### src/rtl/conv_sa_block_ctrl_if.sv
// Control bundle between the systolic-array block sequencer and its
// job source, x/w feeders and the PE/sum rows it drives.
interface conv_sa_block_ctrl_if #(
  parameter int K_W   = 16,
  parameter int RND_W = 8
);
  logic             start;
  logic [K_W-1:0]   cfg_k;
  logic [3:0]       cfg_n_tile;
  logic [RND_W-1:0] cfg_n_rnd;
  logic             busy;
  logic             done;
  logic             feed_vld;
  logic             feed_first;
  logic             feed_last;
  logic [7:0]       out_rst;
  logic [7:0]       out_flush;
  logic             out_psum_vld;
  logic             out_psum_last_rnd;
  logic [2:0]       out_psum_wr_addr;
  logic [2:0]       out_psum_prefetch_addr;
  logic [7:0]       dbg_begin;
  logic [7:0]       dbg_end;
  logic [7:0]       dbg_rst;

  modport master (
    input  start, cfg_k, cfg_n_tile, cfg_n_rnd,
    output busy, done, feed_vld, feed_first, feed_last,
    output out_rst, out_flush,
    output out_psum_vld, out_psum_last_rnd,
    output out_psum_wr_addr, out_psum_prefetch_addr,
    output dbg_begin, dbg_end, dbg_rst
  );

  modport slave (
    output start, cfg_k, cfg_n_tile, cfg_n_rnd,
    input  busy, done, feed_vld, feed_first, feed_last,
    input  out_rst, out_flush,
    input  out_psum_vld, out_psum_last_rnd,
    input  out_psum_wr_addr, out_psum_prefetch_addr,
    input  dbg_begin, dbg_end, dbg_rst
  );
endinterface

### src/rtl/conv_sa_block_ctrl.sv
// Sequencer for one systolic-array block: 8 skewed PE rows plus a sum row.
// Walks rounds x tiles of K-element dot products and strobes psum writes.
module conv_sa_block_ctrl #(
  parameter int K_W   = 16,
  parameter int RND_W = 8
) (
  input  logic clk,
  input  logic rstn,
  conv_sa_block_ctrl_if.master io
);
  typedef enum logic [2:0] {
    S_IDLE, S_RST, S_MAC, S_DRAIN, S_DONE
  } state_t;

  state_t st, nxt;

  logic [K_W-1:0]   k_q, el;
  logic [3:0]       nt_q;
  logic [RND_W-1:0] nr_q, rnd;
  logic [2:0]       tile;
  logic             busy_q;
  logic [7:0]       fl;
  logic [7:1]       rsd, bgd, edd;
  logic [2:0]       sl [8];
  logic [7:0]       lr;
  logic             pv, plr;
  logic [2:0]       pwa, ppa;

  logic accept, bad, mac, rst0, first0;
  logic el_last, mac_last, tile_end, rnd_end;

  assign accept   = (st == S_IDLE) && io.start;
  assign bad      = (io.cfg_k == '0) || (io.cfg_n_tile == 4'd0) ||
                    (io.cfg_n_tile > 4'd8) || (io.cfg_n_rnd == '0);
  assign mac      = (st == S_MAC);
  assign rst0     = (st == S_RST);
  assign el_last  = (el == k_q - K_W'(1));
  assign mac_last = mac && el_last;
  assign first0   = mac && (el == '0);
  assign tile_end = ({1'b0, tile} == nt_q - 4'd1);
  assign rnd_end  = (rnd == nr_q - RND_W'(1));

  always_ff @(posedge clk or negedge rstn) begin
    if (!rstn) st <= S_IDLE;
    else       st <= nxt;
  end

  always_comb begin
    nxt = st;
    unique case (st)
      S_IDLE:  if (io.start) nxt = bad ? S_DONE : S_RST;
      S_RST:   nxt = S_MAC;
      S_MAC:   if (el_last)
                 nxt = (tile_end && rnd_end) ? S_DRAIN : S_RST;
      S_DRAIN: if (fl == '0) nxt = S_DONE;
      S_DONE:  nxt = S_IDLE;
      default: nxt = S_IDLE;
    endcase
  end

  always_ff @(posedge clk or negedge rstn) begin
    if (!rstn) begin
      k_q    <= '0;
      nt_q   <= '0;
      nr_q   <= '0;
      el     <= '0;
      tile   <= '0;
      rnd    <= '0;
      busy_q <= 1'b0;
    end else begin
      if (accept) begin
        k_q  <= io.cfg_k;
        nt_q <= io.cfg_n_tile;
        nr_q <= io.cfg_n_rnd;
        el   <= '0;
        tile <= '0;
        rnd  <= '0;
      end else if (mac) begin
        el <= el_last ? '0 : el + K_W'(1);
        if (el_last) begin
          if (tile_end) begin
            tile <= '0;
            rnd  <= rnd + RND_W'(1);
          end else begin
            tile <= tile + 3'd1;
          end
        end
      end
      // An invalid job enters DONE straight from IDLE, so busy shows for one cycle
      if (st == S_DONE || (st == S_DRAIN && nxt == S_DONE))
        busy_q <= 1'b0;
      else if (accept)
        busy_q <= 1'b1;
    end
  end

  always_ff @(posedge clk or negedge rstn) begin
    if (!rstn) begin
      fl  <= '0;
      rsd <= '0;
      bgd <= '0;
      edd <= '0;
      lr  <= '0;
      pv  <= 1'b0;
      plr <= 1'b0;
      pwa <= '0;
      ppa <= '0;
      for (int i = 0; i < 8; i++) sl[i] <= '0;
    end else begin
      fl  <= {fl[6:0], mac_last};
      rsd <= {rsd[6:1], rst0};
      bgd <= {bgd[6:1], first0};
      edd <= {edd[6:1], mac_last};
      // Slot/round metadata rides alongside the flush bit it belongs to
      sl[0] <= tile;
      lr    <= {lr[6:0], rnd_end};
      for (int i = 1; i < 8; i++) sl[i] <= sl[i-1];
      pv <= fl[7];
      if (fl[7]) begin
        pwa <= sl[7];
        plr <= lr[7];
      end
      if (fl[6]) ppa <= sl[6];
    end
  end

  assign io.busy                   = busy_q;
  assign io.done                   = (st == S_DONE);
  assign io.feed_vld               = mac;
  assign io.feed_first             = first0;
  assign io.feed_last              = mac_last;
  assign io.out_rst                = {rsd, rst0};
  assign io.out_flush              = fl;
  assign io.out_psum_vld           = pv;
  assign io.out_psum_last_rnd      = plr;
  assign io.out_psum_wr_addr       = pwa;
  assign io.out_psum_prefetch_addr = ppa;
  assign io.dbg_rst                = {rsd, rst0};
  assign io.dbg_begin              = {bgd, first0};
  assign io.dbg_end                = {edd, mac_last};
endmodule

### src/flat_wrapper.sv
// flat-port wrapper written by rule: the top's interface ports become plain ports
module conv_sa_block_ctrl_flat 
#(
  parameter int K_W   = 16,
  parameter int RND_W = 8
)
  (clk, rstn, io_start, io_cfg_k, io_cfg_n_tile, io_cfg_n_rnd, io_busy, io_done, io_feed_vld, io_feed_first, io_feed_last, io_out_rst, io_out_flush, io_out_psum_vld, io_out_psum_last_rnd, io_out_psum_wr_addr, io_out_psum_prefetch_addr, io_dbg_begin, io_dbg_end, io_dbg_rst);
  conv_sa_block_ctrl_if #(.K_W(K_W), .RND_W(RND_W)) io_i ();
  input  logic clk;
  input  logic rstn;
  input wire logic [$bits(io_i.start)-1:0] io_start;
  input wire logic [$bits(io_i.cfg_k)-1:0] io_cfg_k;
  input wire logic [$bits(io_i.cfg_n_tile)-1:0] io_cfg_n_tile;
  input wire logic [$bits(io_i.cfg_n_rnd)-1:0] io_cfg_n_rnd;
  output wire logic [$bits(io_i.busy)-1:0] io_busy;
  output wire logic [$bits(io_i.done)-1:0] io_done;
  output wire logic [$bits(io_i.feed_vld)-1:0] io_feed_vld;
  output wire logic [$bits(io_i.feed_first)-1:0] io_feed_first;
  output wire logic [$bits(io_i.feed_last)-1:0] io_feed_last;
  output wire logic [$bits(io_i.out_rst)-1:0] io_out_rst;
  output wire logic [$bits(io_i.out_flush)-1:0] io_out_flush;
  output wire logic [$bits(io_i.out_psum_vld)-1:0] io_out_psum_vld;
  output wire logic [$bits(io_i.out_psum_last_rnd)-1:0] io_out_psum_last_rnd;
  output wire logic [$bits(io_i.out_psum_wr_addr)-1:0] io_out_psum_wr_addr;
  output wire logic [$bits(io_i.out_psum_prefetch_addr)-1:0] io_out_psum_prefetch_addr;
  output wire logic [$bits(io_i.dbg_begin)-1:0] io_dbg_begin;
  output wire logic [$bits(io_i.dbg_end)-1:0] io_dbg_end;
  output wire logic [$bits(io_i.dbg_rst)-1:0] io_dbg_rst;
  assign io_i.start = io_start;
  assign io_i.cfg_k = io_cfg_k;
  assign io_i.cfg_n_tile = io_cfg_n_tile;
  assign io_i.cfg_n_rnd = io_cfg_n_rnd;
  assign io_busy = io_i.busy;
  assign io_done = io_i.done;
  assign io_feed_vld = io_i.feed_vld;
  assign io_feed_first = io_i.feed_first;
  assign io_feed_last = io_i.feed_last;
  assign io_out_rst = io_i.out_rst;
  assign io_out_flush = io_i.out_flush;
  assign io_out_psum_vld = io_i.out_psum_vld;
  assign io_out_psum_last_rnd = io_i.out_psum_last_rnd;
  assign io_out_psum_wr_addr = io_i.out_psum_wr_addr;
  assign io_out_psum_prefetch_addr = io_i.out_psum_prefetch_addr;
  assign io_dbg_begin = io_i.dbg_begin;
  assign io_dbg_end = io_i.dbg_end;
  assign io_dbg_rst = io_i.dbg_rst;
  conv_sa_block_ctrl #(.K_W(K_W), .RND_W(RND_W)) u_core (.clk(clk), .rstn(rstn), .io(io_i));
endmodule
### config.mk
export PLATFORM = sky130hd
export DESIGN_NAME = conv_sa_block_ctrl_flat
export DESIGN_NICKNAME = d
export VERILOG_FILES = /design/src/rtl/conv_sa_block_ctrl_if.sv /design/src/rtl/conv_sa_block_ctrl.sv /design/src/flat_wrapper.sv
export SDC_FILE = /design/constraint.sdc
export NUM_CORES = 1
export LEC_CHECK = 0
export BUFFER_PORTS_ARGS = -buffer_cell sky130_fd_sc_hd__buf_2
export CAP_MARGIN = 20
export CORE_MARGIN = 4
export CORE_UTILIZATION = 50
export CTS_CLUSTER_SIZE = 24
export DETAILED_ROUTE_END_ITERATION = 8
export PLACE_DENSITY = 0.82
export SETUP_SLACK_MARGIN = 0.15
export SYNTH_ARGS = -nofsm -noshare
export SYNTH_HDL_FRONTEND = slang
export SYNTH_SLANG_ARGS = --single-unit
### constraint.sdc
create_clock -name clk -period 3.4 [get_ports clk]
set_input_delay 0.68 -clock clk [delete_from_list [all_inputs] [get_ports clk]]
set_output_delay 0.68 -clock clk [all_outputs]
set_load 0.1 [all_outputs]
# ---- Yosys cells after proc, flatten, opt, wreduce, memory -nomap -nowiden
# Index checks and enable logic that the tools add are counted.
dict set report classes {
  n_mux 19
  n_reduce_logical 21
  n_addsub 6
  magnitude_cmp 1
  eq_ne 8
}
# cell n
set ops {}
lappend ops {{16-bit two-way mux} 3}
lappend ops {{16-bit zero test} 2}
lappend ops {{8-bit two-way mux} 4}
lappend ops {{3-bit two-way mux} 8}
lappend ops {{16-bit by 1-bit adder with 16-bit output (second input constant)} 1}
lappend ops {{16-bit == test} 1}
lappend ops {{8-bit zero test} 2}
lappend ops {{16-bit by 1-bit subtractor with 16-bit output (second input constant)} 1}
lappend ops {{3-bit case mux with 4 select lines} 1}
lappend ops {{8-bit by 1-bit adder with 8-bit output (second input constant)} 1}
lappend ops {{8-bit == test} 1}
lappend ops {{2-bit nonzero test} 4}
lappend ops {{8-bit by 1-bit subtractor with 8-bit output (second input constant)} 1}
lappend ops {{3-bit by 2-bit == test with 1-bit output (second input constant)} 2}
lappend ops {{3-bit == test (second input constant)} 2}
lappend ops {{1-bit logical AND} 5}
lappend ops {{3-bit by 4-bit == test with 1-bit output} 1}
lappend ops {{4-bit greater-than comparator (second input constant)} 1}
lappend ops {{4-bit zero test} 1}
lappend ops {{1-bit logical OR} 4}
lappend ops {{4-bit by 1-bit subtractor with 4-bit output (second input constant)} 1}
lappend ops {{3-bit by 1-bit adder with 3-bit output (second input constant)} 1}
lappend ops {{3-bit by 1-bit == test with 1-bit output (second input constant)} 1}
lappend ops {{3-bit zero test} 1}
lappend ops {{4 further kinds} 5}
dict set report word_totals {
  wordCells 80
  inputBits 31
  register_bits 128
  output_inout_bits 53
}

# ---- Longest topological paths before layout
# Gate-level depths: netlist of run 1.
dict set report logic_depth {
  ltp_word 11
  mapped_depth 12
}

# ---- Least setup slack after synthesis of run 1
# OpenSTA, ideal clock, no wires.
dict set report synth_path {
  path_kind {register to output}
  from {register u_core.k_q[0]}
  to {output io_dbg_end[0]}
  required_time_ns 2.720
  arrival_time_ns 4.169
  setup_slack_ns -1.449
  path_stages_with_launch 11
  n_path_buf 1
  cell_sequence {dfrtp_1 -> inv_1 -> ha_1 -> nor3b_4 -> a21oi_1 -> or4_1 -> nor4_2 -> o211ai_1 -> or4_1 -> nor2_1 -> buf_4}
}
dict set report synth_via {
  elab_chain_cells 3
}
# element line_no
set synth_lines {}
lappend synth_lines {{from (decl)} conv_sa_block_ctrl.sv:17} ;# logic [K_W-1:0] k_q, el;
lappend synth_lines {{from (signal assigned)} conv_sa_block_ctrl.sv:72} ;# k_q <= io.cfg_k;
lappend synth_lines {{16-bit by 1-bit subtractor with 16-bit output} conv_sa_block_ctrl.sv:37} ;# assign el_last = (el == k_q - K_W'(1));
lappend synth_lines {{16-bit == test} conv_sa_block_ctrl.sv:37}
lappend synth_lines {{1-bit logical AND} conv_sa_block_ctrl.sv:38} ;# assign mac_last = mac && el_last;
lappend synth_lines {{to (decl)} flat_wrapper.sv:27} ;# output wire logic [$bits(io_i.dbg_end)-1:0] io_dbg_end;
# Every way passes these cells.

# ---- Worst setup path after layout of run 1
dict set report layout_path {
  from {register u_core.k_q[0]}
  to {output io_feed_last}
}
dict set report layout_via {
  elab_chain_cells 3
}
# element line_no
set layout_lines {}
lappend layout_lines {{16-bit by 1-bit subtractor with 16-bit output} conv_sa_block_ctrl.sv:37}
lappend layout_lines {{16-bit == test} conv_sa_block_ctrl.sv:37}
lappend layout_lines {{1-bit logical AND} conv_sa_block_ctrl.sv:38}
lappend layout_lines {{to (decl)} flat_wrapper.sv:19} ;# output wire logic [$bits(io_i.feed_last)-1:0] io_feed_last;
# Every way passes these cells.

==> results of run 1 <==
==> worst max-delay path: cells and delay by family (launching register included) <==
kind	cells	cell delay (ps)
buffers and inverters	1	210
AND/OR/NAND/NOR	4	1480
AO/OA/AOI/OAI	3	590
flip-flops	1	430
==> area by class of cell <==
| cell class | instances | area (µm²) |
|---|---|---|
| Sequential cell | 121 | 3030 |
| Inverter | 15 | 56.3 |
| Clock inverter | 13 | 145 |
| Multi-Input combinational cell | 354 | 2330 |
| Timing Repair Buffer | 103 | 631 |
| Clock buffer | 19 | 432 |
| Fill cell | 856 | 4040 |
| Tap cell | 140 | 175 |
==> registers in the layout, indices dropped and copies added, names as in the netlist, 4 cells and up <==
name and cells:
u_core.el 16, u_core.nr_q 8, u_core.k_q 16, u_core.nt_q 4, u_core.bgd 7, u_core.rnd 8, u_core.io.out_flush 8, u_core.sl 24
u_core.lr 8, u_core.rsd 7
==> power groups by stage <==
stage | Clock, µW | Combinational [µW] | Sequential [µW]
6_report | 1720 | 2160 | 2010
3_5_place_dp | 0 | 1890 | 2010
4_1_cts | 1750 | 2030 | 1990
3_3_place_gp | 0 | 1840 | 1980
5_1_grt | 1830 | 2340 | 2040
2_1_floorplan | 0 | 1370 | 2140
==> per-stage QoR <==
| step | setup TNS (ps) | area [µm²] |
|---|---|---|
| CTS | -867 | 6680 |
| detailed placement | 0 | 6010 |
| global route | -1290 | 6800 |
| global placement | 0 | 6010 |
| floorplan | -193 | 5570 |
| finish | -989 | 6800 |
==> layer usage <==
layer	part of all wire [%]	wire length, µm	GRT usage (%)	vias to the layer above
met5	0	0	0	-
met4	2.3	294	8.17	0
met3	7.8	1010	5.94	29
met2	47	6030	30.6	219
met1	43	5510	27.3	2152
li1	-	-	-	2011
==> cells by family (layout without fill, tap and decap cells) <==
family / after synthesis / in the layout / synth area share, %
simple gates: 230 / 230 / 21.2
buf+inv: 61 / 150 / 5.72
flops: 121 / 121 / 54.9
compound gates: 61 / 61 / 7.19
fa+ha+maj: 7 / 7 / 1.59
mux: 16 / 16 / 3.06
xor+xnor: 40 / 40 / 6.35
==> placed cells by master (no fill, tap or decap), types with 3 or more instances in the layout <==
| master | n |
|---|---|
| clkinv_4 | 4 |
| mux2_2 | 7 |
| o21ai_0 | 20 |
| dfrtp_2 | 3 |
| nor3_2 | 5 |
| nor4_4 | 4 |
| nand4_1 | 16 |
| or3_1 | 4 |
| nor4_1 | 14 |
| xnor2_1 | 24 |
| nor3_1 | 5 |
| or4_1 | 3 |
| clkbuf_16 | 16 |
| nand2_1 | 99 |
| clkinvlp_4 | 3 |
| a21oi_2 | 3 |
| nand3_1 | 18 |
| xor2_1 | 16 |
| dfrtp_1 | 118 |
| mux2i_1 | 9 |
| o211ai_1 | 7 |
| a21oi_1 | 6 |
| buf_12 | 4 |
| nor2_1 | 21 |
| nand3b_1 | 5 |
| buf_2 | 80 |
| a31oi_1 | 5 |
| nand4b_1 | 4 |
| or2_2 | 7 |
| o311ai_0 | 6 |
| nor2b_1 | 3 |
| buf_4 | 17 |
| ha_1 | 6 |
| and3_1 | 4 |
| or4_4 | 3 |
| inv_1 | 13 |
==> worst max path at each step <==
stage,from,endpoint,slack (ps),depth (start not counted)
after floorplan,u_core.k_q[0],io_dbg_end[0],-190,10
after global placement,u_core.k_q[0],io_feed_last,120,10
after detailed placement,u_core.k_q[0],io_feed_last,40,10
after CTS,u_core.k_q[0],io_feed_last,-430,8
after global routing,u_core.k_q[0],io_feed_last,-650,8
final,u_core.k_q[0],io_feed_last,-500,8
==> cells in the mapped netlist (7+ instances only) <==
cell        n
a21oi_1     9
nor2_1     22
nand2_1   101
xor2_1     16
nor4_1     18
mux2i_1     9
inv_1      15
clkbuf_1   20
xnor2_1    24
o21ai_0    20
or2_2       7
nand4_1    16
nor3_1      8
dfrtp_1   121
o211ai_1    7
buf_4      18
mux2_2      7
nand3_1    18
ha_1        7
==> repair_timing <==
| action | 4_1_cts | 5_1_grt |
|---|---|---|
| setup buffers | 8 | 5 |
| gates cloned | 0 | 0 |
| endpoints found under the setup margin | 4 | 22 |
| gates resized for setup | 9 | 16 |
| pin swaps | 7 | 5 |
==> flow_summary.ini, run 1 <==
[drt]
wire_per_inst_um = 16.8
first_pass_iters = 5
antenna_left = 0
drc = 0
vias = 4411
routed_wl_um = 12800
drt-initial-drc-count = 466
vias_per_cell = 5.77

[die]
io_pins = 84
die_h_um = 113
core-area_mm2 = 0.0108
rows = 38
fp.dieW_um = 113
dieArea_mm2 = 0.0128
start_util_pct = 50.9

[critical_path]
critPathArrivalTime_ps = 3220
critical_path.slowest_cell = or4_4
regToRegSetupSlack_ps = 170
reg2reg_to = u_core.tile[0]
cp_common_cell = or4_4
critPathMaxFanout = 3
critPathLaunchType = register
crit_chain = or4_4 -> o41ai_4 -> a21oi_2 -> nor4_2 -> o211ai_1 -> or4_4 -> nor2_4 -> buf_12
critPathRequiredTime_ps = 2720
critical_path.max_stage_delay_ps = 580
crit_path_end_kind = primary output
r2r_cells = 11
r2r-start = u_core.k_q[1]
path_class = reg2out

[placement]
dp.cells = 720
portBuffers = 83
routabilityCongestion = 0.874
hpwl_um = 8260
place_ws_ps = 42.7

[timing]
relSlewSlack_pct = 36.5
worstMarginPinSlew_ps = 950
rsz0062_at_grt = true
drv_slew = 0
fin_skew_ps = 6.47
holdWs_ps = 238
worst_slack_ps = -495
setup-violations-final = 2
hold_viol_final = 0
fmax_mhz = 257
fin_crit_ps = 3900
period_share_pct = 115

[clock_network]
holdBufCountCts = 0
cts_tree = built
cts_root_buf = clkbuf_8
cts.sinks = 121
clk_latency_ps = 520
path_clk_slew_ps = 60
clockBufferDepth = 2
numCtsBuffers = 17
htree_levels = 4

[layout]
layout-drive-gt1-share_pct = 28.8
areaGrowthSynthToFinish_pct = 23.2
stdcell_count = 765
layout.nets = 650
utilization_pct = 62.7
insertedDiodeCount = 0

[power]
totalPowerFinal_uw = 5890
power_frac_clock_pct = 29.2
power_frac_comb_pct = 36.7
p_seq_share_pct = 34.1
swShare_pct = 41.0
powerDensity_mw_per_mm2 = 867
internal-power_uw = 3480
p_sw_uw = 2410
p_leak_uw = 0.00328
ir_drop_mv = 0.698

[synth]
synth_warnings = 0
syn_nets = 574
synth_ff_type = dfrtp_1
synth_top_cells_by_area = dfrtp_1 (55%), nand2_1 (6.9%), xnor2_1 (3.8%)
yosys.area.top_type_share_pct = 54.9
ys_seq_area_share_pct = 54.9
async_flop_share_pct = 100
synth_cell_types = 50
syn_avg_cell_area_um2 = 10.3
netlist_area_mm2 = 0.00552
yosys.area.top_type = dfrtp_1
synth-edff-count = 0
synth-seq-cells = 121
syn_inst = 536

[grt]
grt_pass1_wl_um = 20500
grt_start_max_net_pins = 64
overflow = 0
antenna_found_initial = 0
grt_pass1_vias = 4199
track_usage_pct = 20.1

[run]
maxCapViolations = 0

[status]
outcome = complete, but fails checks
violations = negative setup slack

[worst_hold_path]
hold_path.class = in2async
No activity file was read; power rests on OpenSTA's default activity.
==> inputs of run 2 (changes only) <==
--- a/config.mk
+++ b/config.mk
@@ -12,6 +12,7 @@
 export CTS_CLUSTER_SIZE = 24
 export DETAILED_ROUTE_END_ITERATION = 8
 export PLACE_DENSITY = 0.82
+export REMOVE_ABC_BUFFERS = 1
 export SETUP_SLACK_MARGIN = 0.15
 export SYNTH_ARGS = -nofsm -noshare
 export SYNTH_HDL_FRONTEND = slang
==> run 2 against run 1 <==
The flow still finishes with violations (negative setup slack). First-iteration DRC count is 4.1% lower. Fmax fell by 1.4%. Worst hold slack improved by 38 ps. Clock skew shrank 1.5 ps. Setup slack worse by 54 ps. Critical path type unchanged. Critical endpoint is now io_dbg_end[0]. Largest cell class unchanged. Largest power group unchanged.
==> flow_summary.ini, run 2 (synthesis gave the netlist of run 1 again) <==
[timing]
drv_slew = 0
rsz0062_at_grt = true
fin_skew_ps = 4.93
worstMarginPinSlew_ps = 842
worst_slack_ps = -549
fmax_mhz = 253
hold_viol_final = 0
setup-violations-final = 2
period_share_pct = 116
relSlewSlack_pct = 43.9
fin_crit_ps = 3950
holdWs_ps = 276

[layout]
seq_area_mm2 = 0.00303
top_regs = u_core.sl: 24 flops, u_core.el: 16 flops, u_core.k_q: 16 flops
utilization_pct = 62.3
largest_reg_flops = 24
regMostFlops = u_core.sl
layout_common_cells = dfrtp_1 (119), nand2_1 (101), buf_2 (78), xnor2_1 (23), nor2_1 (21)
layout.nets = 652
layout-drive-gt1-share_pct = 28.1
fillers = 839
final_common_cell = dfrtp_1
areaGrowthSynthToFinish_pct = 22.4
multi_input_area_mm2 = 0.00228
stdcell_count = 767
insertedDiodeCount = 0

[critical_path]
r2r_cells = 9
crit_path_end_kind = primary output
critPathRequiredTime_ps = 2720
critPathArrivalTime_ps = 3270
r2r-start = u_core.k_q[4]
critPathLaunchType = register
path_class = reg2out
endpoint = io_dbg_end[0]
critPathMaxFanout = 7
reg2reg_to = u_core.tile[0]
critPathLaunch = u_core.k_q[4]
regToRegSetupSlack_ps = 150

[placement]
hpwl_um = 8390
place_ws_ps = -154
routabilityCongestion = 0.832
dp.cells = 729
portBuffers = 83

[die]
rows = 38
dieArea_mm2 = 0.0128
start_util_pct = 50.9
fp.dieW_um = 113
die_h_um = 113
io_pins = 84
core-area_mm2 = 0.0108

[power]
powerDensity_mw_per_mm2 = 868
p_leak_uw = 0.00326
ir_drop_mv = 0.587

[clock_network]
path_clk_slew_ps = 60
holdBufCountCts = 0
numCtsBuffers = 17
cts.sinks = 121
cts_tree = built
cts_root_buf = clkbuf_8
clk_latency_ps = 520
htree_levels = 4
clockBufferDepth = 2

[status]
outcome = complete, but fails checks
violations = negative setup slack

[grt]
track_usage_pct = 20.1
overflow = 0
grt_pass1_vias = 4227
grt_start_max_net_pins = 69
grt_pass1_wl_um = 20500
antenna_found_initial = 0

[drt]
antenna_left = 0
wire_per_inst_um = 16.7
routed_wl_um = 12800
vias = 4423
first_pass_iters = 5
vias_per_cell = 5.77
drt-initial-drc-count = 447
drc = 0

[run]
maxCapViolations = 0

[worst_hold_path]
hold_path.class = in2async
[run 2: cell types whose count changed in the layout (fill, tap and decap cells not counted), moves of 2 or more]
cell,change
inv_6,+3
buf_2,-2
clkbuf_4,+2
nand2_1,+2
nor3_1,+2
nor3_2,-2
nor4_1,+2
[run 2: timing repair]
| action | in CTS | in global routing |
|---|---|---|
| hold endpoints to repair | 0 | 0 |
| setup endpoints to repair | 18 | 25 |
| buffers inserted | 2 | 4 |
| pin swaps | 8 | 6 |
| gates resized for setup | 8 | 19 |
[run 2: metrics by stage]
step	power (µW)	area (µm²)	TNS (ps)
after floorplan	3400	5260	-76310
after global placement	3840	6030	0
after detailed placement	3940	6030	-307
after CTS	5690	6640	-972
after global routing	6150	6750	-1200
final	5860	6750	-1100
[run 2: layer usage]
metal / routed length, µm / share of wire (%) / track usage, %
met2: 6300 / 49 / 32.8
met5: 0 / 0 / 0
met4: 367 / 2.9 / 8.01
met3: 1030 / 8.0 / 4.49
met1: 5140 / 40 / 26.3
[run 2: worst min-delay path by stage]
| stage | to | cells past startpoint |
|---|---|---|
| detailed placement | u_core.lr[7] | 0 |
| global placement | u_core.lr[1] | 0 |
| finish | u_core.io.out_flush[7] | 1 |
| CTS | u_core.io.out_psum_wr_addr[2] | 1 |
| global route | u_core.io.out_psum_wr_addr[2] | 1 |
| floorplan | u_core.lr[1] | 0 |
[run 2: worst max-delay path, cell delays in order, from the launching register on]
cell	delay, ps
dfrtp_1	530
nor4_4	390
nand2_1	190
and2_1	220
o211ai_1	250
o211ai_1	190
or4_1	540
nor2_2	130
buf_6	140
buf_12	170
[run 2: power breakdown]
group / internal (µW) / switching [µW] / leakage (µW)
Clock: 982 / 693 / 0.000272
Combinational: 736 / 1460 / 0.00136
Sequential: 1680 / 310 / 0.00163
Total: 3400 / 2460 / 0.00326
[run 2: final cells by class]
cell class,count,area share (%)
sequential,121,44.9
multi-input combinational,354,33.8
timing repair buffer,105,9.69
inverter,15,0.834
tap,140,2.59
clock inverter,15,2.09
clock buffer,17,6.13
==> inputs of run 3 (changes only) <==
--- a/config.mk
+++ b/config.mk
@@ -7,7 +7,8 @@
 export LEC_CHECK = 0
 export BUFFER_PORTS_ARGS = -buffer_cell sky130_fd_sc_hd__buf_2
 export CAP_MARGIN = 20
-export CORE_MARGIN = 4
+export CORE_ASPECT_RATIO = 1.5
+export CORE_MARGIN = 2
 export CORE_UTILIZATION = 50
 export CTS_CLUSTER_SIZE = 24
 export DETAILED_ROUTE_END_ITERATION = 8
==> run 3 against run 2 <==
Sequential power is essentially flat. Utilization up 1.3 points. Clock-buffer cell count unchanged. Critical path depth rose by 4. Non-clock buffer count rose by 14. Final cell count is 2.7% higher. Critical path type unchanged. Clock skew up 0.60 ps. Worst hold slack better by 68 ps. Setup slack better by 87 ps. Power is 3.3% higher. Clock power hardly changed. The flow still finishes with violations (negative setup slack).
==> flow_summary.ini, run 3 (synthesis gave the netlist of run 1 again) <==
[critical_path]
critPathLaunchType = register
critPathRequiredTime_ps = 2720
regToRegSetupSlack_ps = -60
crit_path_end_kind = primary output
r2r-start = u_core.k_q[0]
r2r_cells = 14
reg2reg_to = u_core.el[3]
critPathMaxFanout = 5
path_class = reg2out
critPathArrivalTime_ps = 3180

[die]
start_util_pct = 50.7
rows = 47
die_h_um = 133
dieArea_mm2 = 0.0119
io_pins = 84
core-area_mm2 = 0.0109
fp.dieW_um = 89.8

[grt]
antenna_found_initial = 0
overflow = 0
grt_pass1_wl_um = 22300
track_usage_pct = 23.7
grt_pass1_vias = 4587
grt_start_max_net_pins = 69

[layout]
layout-drive-gt1-share_pct = 30.3
fin_area_mm2 = 0.00691
layout_common_cells = dfrtp_1 (118), nand2_1 (99), buf_2 (78), buf_4 (34), xnor2_1 (24)
utilization_pct = 63.5
final_common_cell = dfrtp_1
regMostFlops = u_core.sl
multi_input_area_mm2 = 0.00232
insertedDiodeCount = 0
top_regs = u_core.sl: 24 flops, u_core.el: 16 flops, u_core.k_q: 16 flops
layout.nets = 666
largest_reg_flops = 24
areaGrowthSynthToFinish_pct = 25.3
seq_area_mm2 = 0.00303
fillers = 804

[placement]
routabilityCongestion = 0.951
hpwl_um = 8870
portBuffers = 83
place_ws_ps = -192
place_area_mm2 = 0.00612

[timing]
rsz0062_at_grt = true
worst_slack_ps = -462
fin_crit_ps = 3860
period_share_pct = 114
drv_slew = 0
fin_skew_ps = 5.53
hold_viol_final = 0
fmax_mhz = 259
setup-violations-final = 5
worstMarginPinSlew_ps = 865
relSlewSlack_pct = 41.5

[drt]
drt-initial-drc-count = 572
route.met3.wl_um = 752
wl_met2_um = 7330
vias = 4508
vias_per_cell = 5.72
routed_wl_um = 13800
highest_layer = met4
wl_met1_um = 4930
drc = 0
wire_per_inst_um = 17.5
antenna_left = 0
first_pass_iters = 5

[power]
ir_drop_mv = 0.367
powerDensity_mw_per_mm2 = 876
p_leak_uw = 0.00336
totalPowerFinal_uw = 6060

[clock_network]
htree_levels = 4
cts.sinks = 121
cts_tree = built
holdBufCountCts = 0
clk_latency_ps = 420
clockBufferDepth = 2
numCtsBuffers = 17
path_clk_slew_ps = 60
cts_root_buf = clkbuf_16

[status]
outcome = complete, but fails checks
violations = negative setup slack

[worst_hold_path]
holdPathEnd = u_core.sl[13]
hold_start = u_core.sl[16]
hold_path_depth = 0
hold_path.class = reg2reg

[run]
maxCapViolations = 0
[run 3: cell count changes in the layout (fill, tap and decap cells not counted), sizes merged]
cell	delta
buf	+14
clkinv	-2
clkinvlp	+1
inv	+1
[run 3: critical path: stages (launching register included)]
cell	delay, ps
dfrtp_2	430
inv_2	90
ha_4	140
nor3b_4	220
buf_4	150
buf_6	100
and3_4	200
xor2_2	80
o31ai_2	250
nor2_1	100
or4_1	540
nor2_1	110
buf_4	160
buf_12	170
[run 3: report_power, final]
| group | internal [µW] | leakage [µW] | switching [µW] |
|---|---|---|---|
| registers | 1680 | 0.00163 | 295 |
| logic | 824 | 0.00146 | 1550 |
| clock network | 1020 | 0.000275 | 682 |
| total | 3520 | 0.00336 | 2530 |
[run 3: cell type report]
type / count / area share (%)
clock inverters: 15 / 2.06
multi-input cells: 354 / 33.6
repair buffers: 119 / 10.9
flip-flops and latches: 121 / 43.9
well taps: 147 / 2.66
inverters: 15 / 0.814
clock buffers: 17 / 6.15
[run 3: repair_timing]
item,4_1_cts,5_1_grt
pin swaps,12,7
resized for setup,14,18
hold endpoints to repair,0,0
buffers inserted,5,5
setup endpoints to repair,26,25
[run 3: how the worst max path moves through the flow]
| stage | startpoint | endpoint | slack, ps | cells after the start |
|---|---|---|---|---|
| final | u_core.k_q[1] | io_dbg_end[0] | -460 | 13 |
| after global routing | u_core.k_q[0] | io_dbg_end[0] | -560 | 13 |
| after CTS | u_core.k_q[0] | io_dbg_end[0] | -400 | 13 |
| after detailed placement | u_core.k_q[1] | io_dbg_end[0] | -190 | 11 |
| after global placement | u_core.k_q[0] | io_feed_last | -110 | 11 |
| after floorplan | u_core.el[2] | io_dbg_begin[0] | -2180 | 3 |
[run 3: per-stage QoR]
stage	std cells	hold slack (ps)	TNS [ps]
floorplan	490	331	-76310
global placement	746	331	-221
detailed placement	746	335	-382
CTS	783	344	-807
global route	788	353	-1550
finish	788	344	-1080
[run 3: layer usage]
layer	vias up	global-route usage [%]
li1	2033	-
met1	2183	25.5
met2	222	42.3
met3	70	5.64
met4	0	13.9
met5	-	0
